===== src/rtl/exec_mon_pkg.sv =====
// Shared definitions for the execution monitor: FSM encoding and counter width.
package exec_mon_pkg;

    localparam int CYCLE_W = 32;

    typedef enum logic [1:0] {
        ST_IDLE    = 2'd0,
        ST_RUN     = 2'd1,
        ST_DONE    = 2'd2,
        ST_TIMEOUT = 2'd3
    } state_t;

endpackage


===== src/rtl/exec_monitor_trace_fifo.sv =====
// Show-ahead FIFO holding CPU memory-write records; drops on full and flags overflow.
module trace_fifo #(
    parameter int WIDTH = 36,
    parameter int DEPTH = 16
) (
    input  logic             clock,
    input  logic             reset_n,
    input  logic             clear,
    input  logic             push,
    input  logic [WIDTH-1:0] din,
    input  logic             pop,
    output logic [WIDTH-1:0] dout,
    output logic             full,
    output logic             empty,
    output logic             overflow
);

    localparam int PTR_W = $clog2(DEPTH);

    logic [WIDTH-1:0] mem [DEPTH];
    logic [PTR_W-1:0] wr_ptr;
    logic [PTR_W-1:0] rd_ptr;
    logic [PTR_W:0]   count;
    logic             do_push;
    logic             do_pop;

    assign empty   = (count == '0);
    assign full    = (count == (PTR_W+1)'(DEPTH));
    assign do_pop  = pop && !empty;
    // A pop in the same cycle frees the slot, so a push into a full FIFO still lands.
    assign do_push = push && (!full || do_pop);
    assign dout    = mem[rd_ptr];

    always_ff @(posedge clock) begin
        if (do_push && !clear) begin
            mem[wr_ptr] <= din;
        end
    end

    always_ff @(posedge clock or negedge reset_n) begin
        if (!reset_n) begin
            wr_ptr   <= '0;
            rd_ptr   <= '0;
            count    <= '0;
            overflow <= 1'b0;
        end else if (clear) begin
            wr_ptr   <= '0;
            rd_ptr   <= '0;
            count    <= '0;
            overflow <= 1'b0;
        end else begin
            if (do_push) wr_ptr <= wr_ptr + 1'b1;
            if (do_pop)  rd_ptr <= rd_ptr + 1'b1;
            case ({do_push, do_pop})
                2'b10:   count <= count + 1'b1;
                2'b01:   count <= count - 1'b1;
                default: count <= count;
            endcase
            if (push && !do_push) overflow <= 1'b1;
        end
    end

endmodule


===== src/rtl/exec_monitor.sv =====
// Watches a CPU run: declares completion on a stalled PC, forces timeout, traces memory writes.
// state      | meaning
// ST_IDLE    | waiting for first start
// ST_RUN     | counting cycles, watching PC stall, tracing writes
// ST_DONE    | PC stalled STALL_CYCLES fetches; results frozen
// ST_TIMEOUT | TIMEOUT_CYCLES elapsed without completion; results frozen
module exec_monitor
    import exec_mon_pkg::*;
#(
    parameter int WORD_W         = 18,
    parameter int STALL_CYCLES   = 5,
    parameter int TIMEOUT_CYCLES = 1000,
    parameter int TRACE_DEPTH    = 16
) (
    input  logic               clock,
    input  logic               reset_n,
    input  logic               start,
    input  logic [WORD_W-1:0]  pc,
    input  logic               fetch,
    input  logic               mem_write,
    input  logic [WORD_W-1:0]  mem_addr,
    input  logic [WORD_W-1:0]  mem_wdata,
    input  logic               trace_pop,
    output logic               running,
    output logic               done,
    output logic               timeout,
    output logic [WORD_W-1:0]  pc_final,
    output logic [CYCLE_W-1:0] cycle_count,
    output logic               trace_valid,
    output logic [WORD_W-1:0]  trace_addr,
    output logic [WORD_W-1:0]  trace_data,
    output logic               trace_overflow
);

    localparam int                 STALL_W    = $clog2(STALL_CYCLES + 1);
    localparam logic [STALL_W-1:0] STALL_LAST = STALL_W'(STALL_CYCLES - 1);
    localparam logic [CYCLE_W-1:0] CNT_MAX    = '1;
    localparam logic [CYCLE_W-1:0] TO_LAST    = CYCLE_W'(TIMEOUT_CYCLES - 1);

    state_t              state;
    logic [STALL_W-1:0]  stall_cnt;
    logic [WORD_W-1:0]   prev_pc;
    logic                enter_run;
    logic                same_pc;
    logic                stall_hit;
    logic                to_hit;
    logic                fifo_full;
    logic                fifo_empty;
    logic [2*WORD_W-1:0] fifo_dout;

    assign enter_run = start && (state != ST_RUN);
    assign same_pc   = fetch && (pc == prev_pc);
    assign stall_hit = same_pc && (stall_cnt == STALL_LAST);
    assign to_hit    = (cycle_count == TO_LAST);

    always_ff @(posedge clock or negedge reset_n) begin
        if (!reset_n) begin
            state       <= ST_IDLE;
            running     <= 1'b0;
            done        <= 1'b0;
            timeout     <= 1'b0;
            pc_final    <= '0;
            cycle_count <= '0;
            stall_cnt   <= '0;
            prev_pc     <= '0;
        end else begin
            case (state)
                ST_RUN: begin
                    if (cycle_count != CNT_MAX) cycle_count <= cycle_count + 1'b1;
                    if (fetch) begin
                        prev_pc   <= pc;
                        stall_cnt <= same_pc ? stall_cnt + 1'b1 : '0;
                    end
                    // Completion outranks a timeout landing on the same edge.
                    if (stall_hit) begin
                        state    <= ST_DONE;
                        running  <= 1'b0;
                        done     <= 1'b1;
                        pc_final <= pc;
                    end else if (to_hit) begin
                        state    <= ST_TIMEOUT;
                        running  <= 1'b0;
                        timeout  <= 1'b1;
                        pc_final <= pc;
                    end
                end
                default: begin
                    if (enter_run) begin
                        state       <= ST_RUN;
                        running     <= 1'b1;
                        done        <= 1'b0;
                        timeout     <= 1'b0;
                        cycle_count <= '0;
                        stall_cnt   <= '0;
                        prev_pc     <= pc;
                    end
                end
            endcase
        end
    end

    trace_fifo #(
        .WIDTH (2*WORD_W),
        .DEPTH (TRACE_DEPTH)
    ) u_trace_fifo (
        .clock    (clock),
        .reset_n  (reset_n),
        .clear    (enter_run),
        .push     (mem_write && (state == ST_RUN)),
        .din      ({mem_addr, mem_wdata}),
        .pop      (trace_pop),
        .dout     (fifo_dout),
        .full     (fifo_full),
        .empty    (fifo_empty),
        .overflow (trace_overflow)
    );

    assign trace_valid = !fifo_empty;
    assign trace_addr  = fifo_dout[2*WORD_W-1:WORD_W];
    assign trace_data  = fifo_dout[WORD_W-1:0];

endmodule


===== config.mk =====
export PLATFORM = sky130hd
export DESIGN_NAME = exec_monitor
export DESIGN_NICKNAME = d
export VERILOG_FILES = /design/src/rtl/exec_mon_pkg.sv /design/src/rtl/exec_monitor_trace_fifo.sv /design/src/rtl/exec_monitor.sv
export SDC_FILE = /design/constraint.sdc
export NUM_CORES = 1
export LEC_CHECK = 0
export BUFFER_PORTS_ARGS = -buffer_cell sky130_fd_sc_hd__buf_2
export CORE_MARGIN = 3
export CORE_UTILIZATION = 50
export DETAILED_ROUTE_END_ITERATION = 12
export PLACE_DENSITY_LB_ADDON = 0.3
export SYNTH_ARGS = -nofsm -noshare
export SYNTH_HDL_FRONTEND = slang
export SYNTH_SLANG_ARGS = --single-unit
export TNS_END_PERCENT = 50

===== constraint.sdc =====
create_clock -name clock -period 12.3 [get_ports clock]
set_input_delay 3.69 -clock clock [delete_from_list [all_inputs] [get_ports clock]]
set_output_delay 3.69 -clock clock [all_outputs]
set_load 0.01 [all_outputs]

==> results.cfg <==
[status]
outcome = completed

[grt]
track_usage_pct = 20.4
grt_pass1_wl_microns = 85500
grt_max_degree = 117
grt_overflow = 0
grt_pass1_vias = 13600
antenna_found_initial = 4

[clock_network]
cts_setup_buffers = 0
clock-sinks = 666
insertion_delay_ns = 0.59
cts_inserted_buffers = 69
clockRootBuffer = clkbuf_16
cts_resized = 0
cts_tree = yes
htreeDepth = 3
clockBufferDepth = 3
clk_pin_slew_ns = 0.06
holdBufCountCts = 0

[power_and_ir_drop]
p_per_area_nw_per_um2 = 217
pwr-share-comb_pct = 24.9
ir_worst_vdd_mv = 0.182
clkPwrFrac_pct = 30.7
seqPwrFrac_pct = 44.4
switching_share_pct = 28.0
p_leak_nw = 10.3
power.internal_mw = 4.71
p_switching_mw = 1.83

[layout]
syn_to_final_growth_pct = 14.6
drive_gt1_share_pct = 35.0
fillCellCount = 3683
nets = 1505
final_util_pct = 58.3

[yosys]
syn_inst = 1242
synth-edff-count = 576
synth_flop_cell = edfxtp_1
avgSynthCellArea_sq_um = 21.1
syn_nets = 1314
synthArstFlopShare_pct = 13.5
yosysWarnings = 0
syn_area_sq_um = 26300
yosysUniqueCellTypes = 60
seq_area_frac_synth_pct = 74.5
synth-seq-cells = 666

[route]
wl_microns = 55600
routedWlPerCell_microns = 25.7
drc_errors = 0
vias = 13100
postRouteAntennaNets = 0
drtIter0Drc = 1100
avgViaCountPerCell = 6.04
drt-pass1-iter-count = 5

[floorplan]
die_y_microns = 235
num_rows = 83
start_util_pct = 50.9
io_pins = 151
fp.dieW_microns = 235
die-area_sq_um = 55300
core_area_sq_um = 51600

[timing]
worstMarginPinSlew_ns = 1.07
fin_crit_sh_pct = 64.3
setup_violations = 0
fin_skew_ns = 0.0248
relSlewSlack_pct = 28.1
setup_tns_ns = 0
grt_setup_unrepaired = no
slew_violations = 0
fmax_mhz = 126
hold_violations = 0
min_period_ns = 7.91

[worst_hold_path]
hold_class = flip-flop to flip-flop

[critical_path]
cp_max_fo = 60
end_kind = output port
path_cells = buf_4 > buf_4 > mux4_2 > mux4_2 > buf_2
worstPathArrival_ns = 4.22
path_class = flip-flop to output port
crit_buf_inv = 3
required_ns = 8.61
crit_family = buffers and inverters
cpMaxStageDelayCell = buf_4
cp-start-kind = flip-flop
cp_slowest_stage_delay_ns = 0.79

[placement]
port_buffers = 150
hpwl_microns = 28300
routabilityCongestion = 0.784

[run]
maxCapViolCount = 0
[per-stage QoR]
step | setup slack, ns | hold slack [ns] | cell area (sq um) | cells | power (mW)
after detailed placement | 5.05 | 0.464 | 27900 | 2042 | 4.62
after floorplan | 5.18 | 0.473 | 26300 | 1242 | 4.04
after CTS | 4.38 | 0.487 | 30100 | 2161 | 6.62
after global routing | 4.25 | 0.518 | 30100 | 2161 | 6.84
after global placement | 5.06 | 0.459 | 27900 | 2042 | 4.59
final | 4.39 | 0.482 | 30100 | 2164 | 6.54
[power by group through the flow]
stage	registers, mW	logic [mW]	clock network (mW)
after floorplan	2.83	1.22	0
after global placement	2.94	1.64	0
after detailed placement	2.95	1.66	0
after CTS	2.91	1.67	2.04
after global routing	2.94	1.76	2.14
final	2.90	1.63	2.01
[path summary, 6_finish.rpt]
check / start / endpoint / slack (ns) / cells past startpoint
worst max-delay path: u_trace_fifo.rd_ptr[1]$_DFFE_PN0P_ / trace_addr[15] / 4.39 / 5
worst min-delay path: running$_DFFE_PN0P_ / running$_DFFE_PN0P_ / 0.48 / 1
worst max register to register: state[0]$_DFFE_PN0P_ / u_trace_fifo.mem[1][14]$_DFFE_PP_ / 9.23 / 5
worst min register to register: running$_DFFE_PN0P_ / running$_DFFE_PN0P_ / 0.48 / 1
max in group asynchronous: reset_n / u_trace_fifo.rd_ptr[3]$_DFFE_PN0P_ / 8.02 / 2
min in group asynchronous: reset_n / cycle_count[11]$_DFFE_PN0P_ / 2.93 / 1
[per-layer routing]
metal	global-route usage [%]	routed length (microns)
met5	0	35
met2	32.6	27500
met1	29.3	23200
met4	4.99	854
met3	4.42	3890
[worst reg2reg max path: stages, from the launching register on]
cell and delay (ns):
dfrtp_1 0.39, nor2b_1 0.49, o311a_1 0.54, nor3b_1 0.43, and2_2 0.22, buf_4 0.60
[final cells by class]
cell class / count / area, sq um / area share [%]
inverters: 19 / 71.3 / 0.237
clock inverters: 34 / 344 / 1.14
flip-flops and latches: 666 / 19600 / 65.0
multi-input cells: 499 / 6470 / 21.5
clock buffers: 85 / 1810 / 6.01
diodes: 3 / 7.51 / 0.0249
well taps: 680 / 851 / 2.83
repair buffers: 178 / 976 / 3.24
[cells in the mapped netlist (all sizes together), types with 2 or more instances]
master	n	area share [%]
o21ai	12	0.23
o211ai	5	0.14
nor3b	2	0.057
o21a	2	0.057
nor3	11	0.21
mux2	36	1.5
mux4	180	15
nand3	13	0.27
xor2	11	0.37
xnor2	13	0.43
inv	19	0.27
mux2i	17	0.65
nand2b	3	0.071
nand4	21	0.52
a21oi	9	0.17
ha	11	0.52
a22o	2	0.067
nor2	23	0.33
and4	3	0.10
edfxtp	576	66
dfrtp	90	8.6
nor2b	3	0.071
buf	23	0.38
clkbuf	35	0.50
and3	5	0.12
and3b	3	0.10
and2	12	0.29
or4	8	0.24
a21o	3	0.086
o31ai	9	0.31
a31oi	4	0.095
nor4	10	0.30
nand2	44	0.63
o311ai	2	0.067
a41oi	2	0.067
o41ai	4	0.20
[sequential cells by signal, summed over array words and instances (netlist names)]
name,cells
state,2
running,1
done,1
prev_pc,18
u_trace_fifo.overflow,1
pc_final,18
u_trace_fifo.count,5
cycle_count,32
timeout,1
stall_cnt,3
u_trace_fifo.rd_ptr,4
u_trace_fifo.wr_ptr,4
u_trace_fifo.mem,576
[kinds of logic after synthesis]
kind of cell,share of synthesized area (%)
DFF,74.5
muxes,17.6
and+or+nand+nor,3.42
xor gates and xnor gates,0.801
buffers and inverters,1.15
adders and majority gates,0.600
AOI/OAI and AO/OA,1.94
[layout by cell type (no fill, tap or decap), types with 9 or more instances in the layout]
master | Yosys | final
nand3_1 | 12 | 12
xnor2_1 | 13 | 13
nor4_1 | 9 | 9
buf_2 | 11 | 149
xor2_1 | 11 | 11
clkbuf_16 | 0 | 70
inv_1 | 19 | 19
mux4_2 | 180 | 180
nand4_1 | 20 | 20
clkbuf_1 | 35 | 15
edfxtp_1 | 576 | 576
mux2_2 | 36 | 36
buf_4 | 0 | 28
dfrtp_1 | 90 | 86
mux2i_1 | 17 | 17
o21ai_0 | 12 | 12
ha_1 | 11 | 11
nand2_1 | 44 | 44
clkinv_1 | 0 | 11
a21oi_1 | 9 | 9
nor2_1 | 23 | 19
Power figures use the tool's default switching activity.
